File: config.mk
export PLATFORM = sky130hd
export DESIGN_NAME = dcm_lock_supervisor
export DESIGN_NICKNAME = d
export VERILOG_FILES = /design/src/rtl/dcm_lock_supervisor.sv
export SDC_FILE = /design/constraint.sdc
export NUM_CORES = 1
export LEC_CHECK = 0
export ABC_AREA = 0
export CELL_PAD_IN_SITES_DETAIL_PLACEMENT = 0
export CELL_PAD_IN_SITES_GLOBAL_PLACEMENT = 2
export CORE_UTILIZATION = 37
export CTS_BUF_LIST = sky130_fd_sc_hd__clkbuf_8
export CTS_CLUSTER_DIAMETER = 150
export DETAILED_ROUTE_END_ITERATION = 6
export PLACE_DENSITY_LB_ADDON = 0.1
export SLEW_MARGIN = 30
export SYNTH_ARGS = -nofsm -noshare
export SYNTH_HDL_FRONTEND = slang
export SYNTH_SLANG_ARGS = --single-unit
File: constraint.sdc
create_clock -name CLK -period 4.6 [get_ports CLK]
set_input_delay 0.92 -clock CLK [delete_from_list [all_inputs] [get_ports CLK]]
set_output_delay 0.92 -clock CLK [all_outputs]
set_load 0.005 [all_outputs]
File: src/rtl/dcm_lock_supervisor.sv
// dcm_lock_supervisor
// Drives the DCM reset input from the raw board clock. It watches LOCKED and STATUS,
// qualifies the lock, and keeps the fabric clocked by the synthesized clock in reset
// until that clock can be trusted. On lock loss or a clock-stop fault it restarts the
// DCM. After more than MAX_RETRIES consecutive failed attempts it latches FAULT.
//
// Ports:
//   CLK        raw board clock (before the DCM)
//   RST        synchronous, active-high reset
//   LOCKED_IN  DCM LOCKED, asynchronous to CLK
//   STATUS_IN  DCM STATUS; bit 1 = CLKIN stopped, bit 2 = CLKFX stopped
//   DCM_RST    to DCM RST
//   RST_OUT    active-high reset for logic on the synthesized clock
//   CLK_READY  synthesized clock qualified
//   FAULT      supervisor gave up; cleared only by RST
//   RETRY_CNT  consecutive failed attempts
module dcm_lock_supervisor #(
   parameter int unsigned RST_CYCLES    = 8,
   parameter int unsigned LOCK_TIMEOUT  = 50000,
   parameter int unsigned STABLE_CYCLES = 256,
   parameter int unsigned MAX_RETRIES   = 7,
   parameter int unsigned CNT_W         = 17
) (
   input  logic       CLK,
   input  logic       RST,
   input  logic       LOCKED_IN,
   input  logic [7:0] STATUS_IN,
   output logic       DCM_RST,
   output logic       RST_OUT,
   output logic       CLK_READY,
   output logic       FAULT,
   output logic [3:0] RETRY_CNT
);

   typedef enum logic [2:0] {
      StResetDcm,
      StWaitLock,
      StStable,
      StRun,
      StFault
   } state_e;

   localparam logic [CNT_W-1:0] RstLast    = CNT_W'(RST_CYCLES - 1);
   localparam logic [CNT_W-1:0] LockLast   = CNT_W'(LOCK_TIMEOUT - 1);
   localparam logic [CNT_W-1:0] StableLast = CNT_W'(STABLE_CYCLES - 1);
   localparam logic [3:0]       RetryMax   = 4'(MAX_RETRIES);

   state_e           state_q, state_d;
   logic [CNT_W-1:0] cnt_q, cnt_d;
   logic [3:0]       retry_q, retry_d;

   // Two-flop synchronizers; index 1 is the synchronized value.
   logic [1:0] lock_sync_q;
   logic [1:0] clkin_stop_q;
   logic [1:0] clkfx_stop_q;

   logic lock_s;
   logic flt_s;
   logic do_fail;

   // Only the two clock-stop bits carry meaning for the supervisor.
   logic unused_status;
   assign unused_status = ^{STATUS_IN[7:3], STATUS_IN[0]};

   assign lock_s = lock_sync_q[1];
   assign flt_s  = clkin_stop_q[1] | clkfx_stop_q[1];

   always_ff @(posedge CLK) begin
      if (RST) begin
         lock_sync_q  <= 2'b00;
         clkin_stop_q <= 2'b00;
         clkfx_stop_q <= 2'b00;
      end else begin
         lock_sync_q  <= {lock_sync_q[0], LOCKED_IN};
         clkin_stop_q <= {clkin_stop_q[0], STATUS_IN[1]};
         clkfx_stop_q <= {clkfx_stop_q[0], STATUS_IN[2]};
      end
   end

   always_ff @(posedge CLK) begin
      if (RST) begin
         state_q <= StResetDcm;
         cnt_q   <= '0;
         retry_q <= '0;
      end else begin
         state_q <= state_d;
         cnt_q   <= cnt_d;
         retry_q <= retry_d;
      end
   end

   always_comb begin
      state_d = state_q;
      cnt_d   = cnt_q;
      retry_d = retry_q;
      do_fail = 1'b0;

      unique case (state_q)
         StResetDcm: begin
            // Lock/status inputs are deliberately ignored while the DCM is held in reset.
            if (cnt_q == RstLast) begin
               state_d = StWaitLock;
               cnt_d   = '0;
            end else begin
               cnt_d = cnt_q + CNT_W'(1);
            end
         end
         StWaitLock: begin
            // Lock is tested before the timeout so a lock on the last cycle still wins.
            if (lock_s && !flt_s) begin
               state_d = StStable;
               cnt_d   = '0;
            end else if (cnt_q == LockLast) begin
               do_fail = 1'b1;
            end else begin
               cnt_d = cnt_q + CNT_W'(1);
            end
         end
         StStable: begin
            if (!lock_s || flt_s) begin
               do_fail = 1'b1;
            end else if (cnt_q == StableLast) begin
               state_d = StRun;
               retry_d = '0;
            end else begin
               cnt_d = cnt_q + CNT_W'(1);
            end
         end
         StRun: begin
            if (!lock_s || flt_s) begin
               do_fail = 1'b1;
            end
         end
         StFault: begin
            // Sticky until RST.
         end
         default: begin
            state_d = StResetDcm;
            cnt_d   = '0;
         end
      endcase

      // Failed attempt: retry from a fresh DCM reset, or give up once the budget is spent.
      if (do_fail) begin
         if (retry_q == RetryMax) begin
            state_d = StFault;
         end else begin
            retry_d = retry_q + 4'd1;
            state_d = StResetDcm;
            cnt_d   = '0;
         end
      end
   end

   // Moore outputs: decoded from registered state only.
   always_comb begin
      DCM_RST   = (state_q == StResetDcm);
      RST_OUT   = (state_q != StRun);
      CLK_READY = (state_q == StRun);
      FAULT     = (state_q == StFault);
      RETRY_CNT = retry_q;
   end

endmodule

After elaboration in Yosys (flattened, before gate mapping)
Index checks and enable logic that the tools add are counted. W data, S select, Z words.

Bitwise logic cells: 1. Add/subtract/negate cells: 2. Equal/unequal tests: 14. Muxes and demuxes: 24. Reduce and logical (&&, ||, !) cells: 8.

Operators by type and width (count): $mux W17 (7); $pmux W17 S4 (1); $mux W4 (5); $mux W3 (6); $add A17 B1 Y17 const B (1); $eq A17 B16 Y1 const B (1); $eq A17 B3 Y1 const B (1); $eq A17 B8 Y1 const B (1); $pmux W3 S4 (1); $ne A3 B3 Y1 const B (3); $eq A3 B2 Y1 const B (2); $reduce_and A5 Y1 (1); $add A4 B1 Y4 const B (1); $eq A4 B3 Y1 const B (1); $reduce_or A2 Y1 (2); $eq A3 B1 Y1 const B (1); $eq A3 B3 Y1 const B (1); $logic_not A3 Y1 (1); $mux W1 (3); $ne A3 B1 Y1 const B (1); $ne A3 B2 Y1 const B (1); $logic_not A1 Y1 (2); $ne A2 B1 Y1 const B (1); $pmux W1 S2 (1); other kinds (3) (3).

Bits in registers: 30. Output and inout port bits: 8. Word-level logic and storage cells: 55.

Depth between registers and ports, before layout
Gate-level depths: netlist (run 1).

Depth in word-level cells: 7. Mapped depth: 8. Mapped depth without buffers: 7.

Worst setup path after synthesis (run 1)
Ideal clock, no wire load.

Path type: register to register. Start: register cnt_q[10]. End: register cnt_q[5]. Path slack: 2.446 ns. Period minus slack after synthesis: 2.154 ns. Arrival time: 2.035 ns. Data required time: 4.480 ns. Stages on the path, launching flop included: 8. Library setup time: 0.120 ns. Path through: dfxtp_1 or4_4 nor4_4 a22oi_2 a31oi_4 buf_6 nor3_1 a211o_1.

Word-level cells in the longest chain between the ends: 6. Elaborated cells on any way between the ends: 14.

RTL lines: from (decl) (RTL line 49) `logic [CNT_W-1:0] cnt_q, cnt_d;`; from (signal assigned) (RTL line 87) `cnt_q <= cnt_d;`; $eq A17 B8 Y1 / $eq A17 B16 Y1 (equally long branches) (RTL line 122, 113); $mux W17, on equally long branches (RTL line 122, 113); $mux W17, on equally long branches (RTL line 120, 110); $pmux W17 S4 (RTL line 98) `unique case (state_q)`; $mux W17 (RTL line 145) `if (retry_q == RetryMax) begin`; $mux W17 * (RTL line 144) `if (do_fail) begin`.

Mark *: on every way between the ends. The rest lies on a longest branch, timed or not. A chain may end at the register's enable or synchronous reset.

==> results of run 1 <==
-- Yosys cell counts, drive strengths merged, types with 2 or more instances --
cell	n	area share, %
dfxtp	30	35
a211o	3	1.5
or3	3	1.1
o32ai	3	1.5
xor2	2	1.0
a22o	3	1.5
a21oi	8	2.3
nand3b	2	0.88
or2	5	2.0
nor4	5	2.7
and3	2	0.81
nor2	20	4.7
nand2	18	4.0
o21ai	9	2.6
nor3	13	4.5
a221o	5	2.9
nor4b	5	2.6
nor2b	7	2.6
a211oi	2	0.88
nand4	4	1.5
clkbuf	8	1.8
a21o	3	1.3
nand3	8	2.3
mux2	2	1.3
nand2b	5	1.8
buf	3	1.4
ha	2	1.5
inv	7	1.5
or3b	2	1.0
or4	2	1.1
-- area by class of cell --
| class | count | share of cell area [%] |
|---|---|---|
| Sequential cell | 30 | 31.1 |
| Inverter | 7 | 1.36 |
| Tap cell | 52 | 3.37 |
| Clock buffer | 6 | 4.28 |
| Multi-Input combinational cell | 157 | 53.2 |
| Timing Repair Buffer | 12 | 6.23 |
| Clock inverter | 2 | 0.454 |
-- power groups by stage --
stage          logic, mW  registers [mW]  clock network [mW]
2_1_floorplan      0.171           0.295                   0
3_3_place_gp       0.188           0.313                   0
3_5_place_dp       0.190           0.314                   0
4_1_cts            0.190           0.308               0.225
5_1_grt            0.211           0.313               0.237
6_report           0.189           0.308               0.217
-- worst max-delay path, cell delays in order --
cell,delay [ns]
sky130_fd_sc_hd__clkdlybuf4s50_1,0.79
sky130_fd_sc_hd__o21bai_1,0.34
sky130_fd_sc_hd__o41a_2,0.53
sky130_fd_sc_hd__nor2_2,0.18
sky130_fd_sc_hd__a221o_1,0.33
-- cell families after synthesis --
| logic type | count (synthesis) | share of synthesized area [%] |
|---|---|---|
| multiplexers | 2 | 1.32 |
| AND/OR/NAND/NOR | 104 | 35.0 |
| buffers and inverters | 18 | 4.69 |
| XOR/XNOR | 3 | 1.54 |
| AO/OA/AOI/OAI | 46 | 20.7 |
| flip-flops | 30 | 35.2 |
| adder cells (fa/ha/maj) | 2 | 1.47 |
-- registers in the layout (all words and copies together), names as in the netlist --
name          flops
clkfx_stop_q      2
cnt_q            17
clkin_stop_q      2
state_q           3
lock_sync_q       2
RETRY_CNT         4
-- per-layer routing --
layer / GRT usage, % / routed length [µm] / up-vias
met4: 6.89 / 69 / 0
li1: - / - / 773
met2: 28.5 / 1820 / 32
met1: 20.7 / 1730 / 694
met5: 0 / 0 / -
met3: 4.62 / 179 / 9
-- how the worst max path moves through the flow --
stage / cells past startpoint / endpoint / slack [ns] / from
final: 5 / cnt_q[10] / 1.66 / RST
after global routing: 5 / cnt_q[10] / 1.52 / RST
after CTS: 5 / cnt_q[10] / 1.66 / RST
after detailed placement: 5 / cnt_q[14] / 1.35 / RST
after global placement: 5 / cnt_q[14] / 1.43 / RST
after floorplan: 7 / cnt_q[5] / 2.45 / cnt_q[10]
-- through the flow --
step                instances  utilization (%)  hold WS [ns]
finish                    266             44.0         0.437
global route              266             44.0         0.460
CTS                       266             44.0         0.442
detailed placement        258             41.9         0.427
global placement          258             41.9         0.422
floorplan                 205                -         0.414
==> implementation parameters, run 1 <==
Parameter                              Value

Logic synthesis
  Most instantiated flip-flop cell in the synthesis netlist ... sky130_fd_sc_hd__dfxtp_1
  Sequential cell area fraction in the yosys report ... 35.2%
  Mapped Cells ... 205
  Syn avg cell area ... 8.33 µm²
  Synth Cell Area ... 0.00171 mm²
  Number of warnings reported in the yosys synthesis log ... 0
  Fraction of registers with async set or reset after synthesis ... 0%
  Yosys reg bits ... 30
  Number of nets in the synthesized netlist ... 218
  Count of flip-flops with a built-in enable after synthesis ... 0
  Count of unique library cells instantiated by Yosys ... 52

Routing
  Detailed router's first-iteration violation count ... 94
  Number of design rule violations left after detail routing ... 0
  Average wire per standard cell ... 14.3 µm
  Via count of the routed design ... 1508
  Antenna-violating nets left ... 0
  DRT Wirelength ... 3810 µm
  Number of detailed-route iterations in the first pass ... 4
  Via density per instance ... 5.67

Layout
  Most common library cell in the layout ignoring fill and taps ... sky130_fd_sc_hd__dfxtp_1
  ANT cells ... 0
  Fraction of layout instances using a drive strength above 1 ... 12.6%
  Multi-input combinational cell area ... 0.00103 mm²
  Net count reported at finish ... 226
  Most used cells in the layout excluding fill and tap cells ... sky130_fd_sc_hd__dfxtp_1 (30), sky130_fd_sc_hd__nor2_1 (18), sky130_fd_sc_hd__nand2_1 (18), sky130_fd_sc_hd__nor3_1 (12), sky130_fd_sc_hd__clkdlybuf4s50_1 (12)
  Area occupied by registers ... 601 µm²
  Count of fill cells added during filler insertion ... 449
  Post-route standard cell area excluding fillers ... 0.00193 mm²
  Area grow syn2layout ... 13.0%

Setup path
  Worst R2R Path Depth ... 7
  Worst setup path category ... input pin to register
  Worst R2R Start ... cnt_q[0]
  Crit Path Max Fanout ... 21
  Data arrival time of the worst path ... 3.11 ns
  Req. time, crit path ... 4.77 ns
  CP Launch Type ... input pin
  Kind of capture point of the worst setup path ... register
  Endpoint of the worst register-to-register path ... cnt_q[10]
  Worst R2R Setup Slack ... 1.98 ns

Place
  GPL Wtd Cong ... 0.774
  Detailed placer's ending HPWL ... 2780 µm
  Worst setup timing slack at the placement stage ... 1.35 ns
  Cell Area, Placed ... 0.00184 mm²
  Port Buffer Count ... 12

Die
  Ports placed on the boundary ... 19
  Starting density of the core ... 38.9%
  Die Outline Area ... 0.00489 mm²
  Cell row count ... 24
  Die outline width ... 69.9 µm
  Die height ... 69.9 µm
  Placeable core region ... 0.00438 mm²

CTS
  Maximum clock insertion buffer count ... 2
  Clock tree from TritonCTS ... done
  Clock slew seen by the registers of the worst setup and hold paths ... 0.06 ns
  Later-pin clock latency in the skew report ... 0.28 ns
  Master cell of the clock root buffer ... sky130_fd_sc_hd__clkbuf_8
  Count of buffers added by post-CTS timing repair for setup ... 0
  CTS H-tree depth ... 2
  Total of hold buffers inserted after clock tree synthesis ... 0
  TritonCTS Buffers ... 5
  # resized after CTS ... 0
  Total number of clock tree sinks ... 30

Timing
  Worst-Margin Slew ... 0.672 ns
  Clock skew ... 0.00437 ns
  Setup violations, final ... 0
  Period Utilization, post-route ... 63.9%
  Max Clock Freq ... 340 MHz
  Rel. slew slack ... 55.1%
  Final critical delay including setup and external delays ... 2.94 ns
  Setup WS post-layout ... 1.66 ns
  Setup tns final ... 0 ns
  Max-slew violations ... 0
  Setup repair after global routing missed its margin ... no
  Final hold violation count ... 0

Power and ir drop
  Share of power burned in the clock network ... 30.4%
  Peak VDD IR ... 0.000187 V
  Power density of the placed cells ... 370 mW/mm²
  Sw power ... 239 µW
  Power after layout ... 714 µW
  Fraction of power spent switching nets ... 33.4%
  Leakage power figure ... 0.699 nW
  Gate power share ... 26.5%
  Sequential cell fraction of total power ... 43.2%
  Cell internal pwr ... 476 µW

Hold path
  Count of cells along the worst hold path ... 1
  Startpoint of the lowest-slack hold path ... clkin_stop_q[0]
  Sink of the worst hold path ... clkin_stop_q[1]
  Worst hold-check path type ... register to register

Flow run
  Max-cap check violation count ... 0

Status
  Outcome ... complete, no violations

Global route
  First-pass GRT wire length ... 6630 µm
  Remaining Overflow, GRT ... 0
  Global-route usage over all layers ... 17.1%
  Initial antenna violation count ... 0
  Via count of the first global-routing pass ... 1444
  Largest net degree at the start of global routing ... 22
No activity file was read; power rests on OpenSTA's default activity.
==> run 2, diff against run 1 <==
--- a/config.mk
+++ b/config.mk
@@ -8,7 +8,7 @@
 export ABC_AREA = 0
 export CELL_PAD_IN_SITES_DETAIL_PLACEMENT = 0
 export CELL_PAD_IN_SITES_GLOBAL_PLACEMENT = 2
-export CORE_UTILIZATION = 37
+export CORE_UTILIZATION = 31
 export CTS_BUF_LIST = sky130_fd_sc_hd__clkbuf_8
 export CTS_CLUSTER_DIAMETER = 150
 export DETAILED_ROUTE_END_ITERATION = 6
==> constraint.sdc (replaced) <==
create_clock -name CLK -period 2.7 [get_ports CLK]
set_input_delay 0.54 -clock CLK [delete_from_list [all_inputs] [get_ports CLK]]
set_output_delay 0.54 -clock CLK [all_outputs]
set_load 0.005 [all_outputs]
==> implementation parameters, run 2 (synthesis results as in run 1) <==
Parameter                              Value

Setup path
  Worst Path Buf+Inv ... 0
  Data arrival time of the worst path ... 2.60 ns
  Critical Path Start ... cnt_q[11]
  Largest stage delay on the critical path ... 0.57 ns
  Endpoint of the worst register-to-register path ... cnt_q[10]
  Worst setup path category ... register to register
  Critical-path top delay cell ... sky130_fd_sc_hd__or4_4
  Kind of capture point of the worst setup path ... register
  Crit Path Max Fanout ... 12
  Ordered cell list for the critical path ... or4_4, nor4_4, and2_2, o41a_2, nor2_2, a221o_1
  Worst setup path endpoint ... cnt_q[10]
  CP Launch Type ... register
  Worst R2R Setup Slack ... 0.26 ns
  Number of stages on the worst setup path ... 6
  CP delay by family, top ... simple AND/OR/NAND/NOR gates
  Worst R2R Path Depth ... 6
  Worst R2R Start ... cnt_q[11]
  Req. time, crit path ... 2.86 ns

Timing
  Period Utilization, post-route ... 90.4%
  Setup WS post-layout ... 0.260 ns
  Clock skew ... 0.00541 ns
  Max-slew violations ... 0
  Max Clock Freq ... 410 MHz
  Worst-Margin Slew ... 0.472 ns
  Final hold violation count ... 0
  Setup repair after global routing missed its margin ... no
  Rel. slew slack ... 68.3%
  Final critical delay including setup and external delays ... 2.44 ns
  Setup violations, final ... 0
  Setup tns final ... 0 ns

Flow run
  Max-cap check violation count ... 0

Routing
  Via count of the routed design ... 1558
  Antenna-violating nets left ... 0
  DRT Wirelength ... 4060 µm
  Number of detailed-route iterations in the first pass ... 4
  Detailed router's first-iteration violation count ... 93
  Via density per instance ... 5.30
  Average wire per standard cell ... 13.8 µm
  Number of design rule violations left after detail routing ... 0

Power and ir drop
  Power density of the placed cells ... 652 mW/mm²
  Peak VDD IR ... 0.000274 V
  Power after layout ... 1.34 mW
  Leakage power figure ... 0.749 nW

Die
  Die height ... 76.2 µm
  Starting density of the core ... 32.8%
  Die Outline Area ... 0.00581 mm²
  Placeable core region ... 0.00520 mm²
  Cell row count ... 26
  Die outline width ... 76.2 µm
  Ports placed on the boundary ... 19

Place
  Placed Instances ... 286
  Port Buffer Count ... 12
  Detailed placer's ending HPWL ... 3050 µm
  Worst setup timing slack at the placement stage ... 0.279 ns
  GPL Wtd Cong ... 0.809

Layout
  Net count reported at finish ... 236
  Number of non-filler instances in the completed layout ... 294
  Max reg flops ... 17
  ANT cells ... 0
  Area grow syn2layout ... 20.1%
  Most common library cell in the layout ignoring fill and taps ... sky130_fd_sc_hd__dfxtp_1
  Area occupied by registers ... 601 µm²
  Multi-input combinational cell area ... 0.00103 mm²
  Most used cells in the layout excluding fill and tap cells ... sky130_fd_sc_hd__dfxtp_1 (30), sky130_fd_sc_hd__nor2_1 (18), sky130_fd_sc_hd__nand2_1 (18), sky130_fd_sc_hd__nor3_1 (12), sky130_fd_sc_hd__clkdlybuf4s50_1 (12)
  Fraction of layout instances using a drive strength above 1 ... 17.0%
  Count of fill cells added during filler insertion ... 558
  Largest reg by FF count ... cnt_q

Global route
  Via count of the first global-routing pass ... 1438
  First-pass GRT wire length ... 7060 µm
  Remaining Overflow, GRT ... 0
  Largest net degree at the start of global routing ... 14
  Global-route usage over all layers ... 15.3%
  Initial antenna violation count ... 0

CTS
  Total number of clock tree sinks ... 30
  # resized after CTS ... 0
  CTS H-tree depth ... 2
  Master cell of the clock root buffer ... sky130_fd_sc_hd__clkbuf_8
  Clock slew seen by the registers of the worst setup and hold paths ... 0.07 ns
  Total of hold buffers inserted after clock tree synthesis ... 0
  Count of buffers added by post-CTS timing repair for setup ... 0
  Later-pin clock latency in the skew report ... 0.28 ns
  Maximum clock insertion buffer count ... 2
  TritonCTS Buffers ... 5
  Clock tree from TritonCTS ... done

Status
  Outcome ... complete, no violations

Hold path
  Worst hold-check path type ... register to register
-- run 2: cell count changes in the layout (fill, tap and decap cells not counted) --
cell and change:
sky130_fd_sc_hd__buf_4 +10, sky130_fd_sc_hd__bufinv_16 +1, sky130_fd_sc_hd__clkbuf_8 -1, sky130_fd_sc_hd__clkinvlp_4 +2, sky130_fd_sc_hd__inv_1 -1, sky130_fd_sc_hd__clkinv_2 -1
-- run 2: stage by stage --
step           area, µm²  util (%)  hold slack (ns)
2_1_floorplan       1710         -            0.414
3_3_place_gp        1940      37.2            0.418
3_5_place_dp        1940      37.2            0.437
4_1_cts             2050      39.4            0.443
5_1_grt             2050      39.4            0.463
6_report            2050      39.4            0.440
-- run 2: worst min-delay path by stage --
stage | startpoint | endpoint | cells past startpoint
4_1_cts | lock_sync_q[0] | lock_sync_q[1] | 1
3_3_place_gp | lock_sync_q[0] | lock_sync_q[1] | 1
3_5_place_dp | clkfx_stop_q[0] | clkfx_stop_q[1] | 1
2_1_floorplan | clkfx_stop_q[0] | clkfx_stop_q[1] | 1
5_1_grt | clkin_stop_q[0] | clkin_stop_q[1] | 1
6_report | lock_sync_q[0] | lock_sync_q[1] | 1
-- run 2: area by class of cell --
class                   count  share of cell area, %
multi-input cells         157                   50.1
flip-flops and latches     30                   29.3
repair buffers             22                   9.52
well taps                  70                   4.27
clock buffers               5                   3.36
clock inverters             3                   2.20
inverters                   7                   1.28
-- run 2: power breakdown --
part / leakage (nW) / internal [mW] / total [mW] / switching [mW]
clock network: 0.0504 / 0.274 / 0.455 / 0.181
logic: 0.454 / 0.150 / 0.353 / 0.203
registers: 0.244 / 0.478 / 0.528 / 0.0505
total: 0.749 / 0.902 / 1.34 / 0.435
-- run 2: worst register-to-register path, delay by kind of cell (launching register included) --
family | cells | cell delay, ns
AND/OR/NAND/NOR | 4 | 1.32
AO/OA/AOI/OAI | 2 | 0.64
flip-flops | 1 | 0.36
-- run 2: metal layers --
metal	vias up	GRT usage (%)	wire (µm)
met5	-	0	0
met4	0	5.19	36
met3	4	4.19	121
met2	28	24.9	1940
met1	740	19.4	1960
li1	786	-	-
==> run 3, diff against run 2 <==
--- a/config.mk
+++ b/config.mk
@@ -10,7 +10,6 @@
 export CELL_PAD_IN_SITES_GLOBAL_PLACEMENT = 2
 export CORE_UTILIZATION = 31
 export CTS_BUF_LIST = sky130_fd_sc_hd__clkbuf_8
-export CTS_CLUSTER_DIAMETER = 150
 export DETAILED_ROUTE_END_ITERATION = 6
 export PLACE_DENSITY_LB_ADDON = 0.1
 export SLEW_MARGIN = 30
==> results of run 3 <==
Same layout as run 2: the final DEF is identical, and so are final timing and power.
==> patch, RTL diff (settings of run 2) <==
Change the parameter `CNT_W` from 17 to 25.
--- a/src/rtl/dcm_lock_supervisor.sv
+++ b/src/rtl/dcm_lock_supervisor.sv
@@ -21,3 +21,3 @@
    parameter int unsigned MAX_RETRIES   = 7,
-   parameter int unsigned CNT_W         = 17
+   parameter int unsigned CNT_W         = 25
 ) (
Behaviour: no difference found for any inputs over 10 cycles, from zero or initial values and one cycle with RST high; that may be too few to reach the edited logic, so the function may still have changed.
==> patch against run 2 <==
  * The run now ends with design-rule violations left
  * Synthesized cell count up 24%
  * First-iteration DRC count down 17%
  * Wire length up 33%
  * Final area up 23%
  * Worst setup slack worse by 0.0025 ns
  * Die area up 22%
  * Global-route usage up 1.0 points
  * Area after synthesis up 23%
  * Sequential cell count up 8
  * Largest cell class unchanged
  * Highest routed layer unchanged
Power is not compared: it rests on default switching activity, and its combinational part moved more than twofold at a synthesized area within 25%.
==> patch: results (changes against run 2) <==
Place
  • Area post-placement: 2380 um^2 (+23%)
  • DP Worst Slack: 0.0905 ns (-0.188 ns)
  • DP HPWL: 3970 um (+30%)
  • Placed Instances: 347 (+21%)

Synth
  • Syn Inst Count: 254 (+24%)
  • Yosys cell types: 50 (-3.8%)
  • Top post-synthesis cells by area: dfxtp_1, nor2_1, o22ai_1
  • Seq/Total Area, Yosys: 36.2% (+1.0 points)
  • Most frequent cells after synthesis: dfxtp_1, nor2_1, nand2_1, o22ai_1, nor4_1
  • Syn avg cell area: 8.27 um^2 (-0.65%)
  • Post-synth net total: 267 (+22%)

Outcome
  • Status: finished with violations
  • Failing checks: design-rule violations

GRT
  • Total routing usage reported by global routing: 16.3% (+1.0 points)
  • Vias in the first global route: 1808 (+26%)
  • First-pass GRT wire length: 9110 um (+29%)

Routing
  • Initial drt markers: 77 (-17%)
  • Routed vias: 1917 (+23%)
  • DRC Markers: 2 (+2)
  • WL/cell: 15.2 um (+10%)
  • First-pass detailed-route iteration total: 6 (+2)

STA
  • WHS: 0.438 ns (-0.00227 ns)
  • Tightest Pin Transition: 0.591 ns (+0.120 ns)
  • Post-Route Skew: 0.00388 ns (-0.00153 ns)

CTS
  • CTS sink cnt: 38 (+27%)

Finish
  • # fillers: 689 (+23%)
  • Share of cells above drive strength 1: 13.3% (-3.7 points)
  • Final-stage net count: 290 (+23%)
  • Multi-input combinational cell count: 195 (+24%)
  • Non-clk buf share: 10.0% (+0.49 points)
  • Number of flip-flops in the largest register: 25 (+8)
  • Register area: 761 um^2 (+27%)
  • Non-CTS buffers: 28 (+27%)
  • Clk cell area share: 5.45% (-0.10 points)

Setup path
  • Worst r2r src: cnt_q[10]
  • CP startpoint: cnt_q[10]
  • Max incr delay on CP: 0.40 ns (-0.17 ns)
  • R2R depth: 8 (+2)
patch: cell types whose count changed after synthesis, sizes merged, moves of 5 or more:
cell	change
nor3b	+5
a21o	+6
nor3	-7
nor2	+6
o22ai	+14
dfxtp	+8
nor4	+6
patch: per-layer routing:
layer  part of all wire, %  track usage [%]  up-vias
met3                   3.1             3.24        8
li1                      -                -      999
met2                    41             24.1       24
met5                     0                0        -
met4                   1.2             5.17        0
met1                    55             23.8      886
patch: report_power, final:
group	leakage [nW]	switching [mW]	internal (mW)	total (mW)
Sequential	0.308	0.00681	0.568	0.575
Combinational	0.569	0.0377	0.0336	0.0713
Clock	0.0683	0.225	0.370	0.596
patch: repair_timing:
action	in CTS	in global routing
resized for setup	0	1
setup endpoints to repair	0	2
setup buffers	0	0
hold buffers	0	0
patch: logic make-up after synthesis:
group | synth area share, %
buffers and inverters | 5.06
AND/OR/NAND/NOR | 34.1
XOR/XNOR | 0.417
AO/OA/AOI/OAI | 23.0
adder cells (fa/ha/maj) | 1.19
flip-flops | 36.2
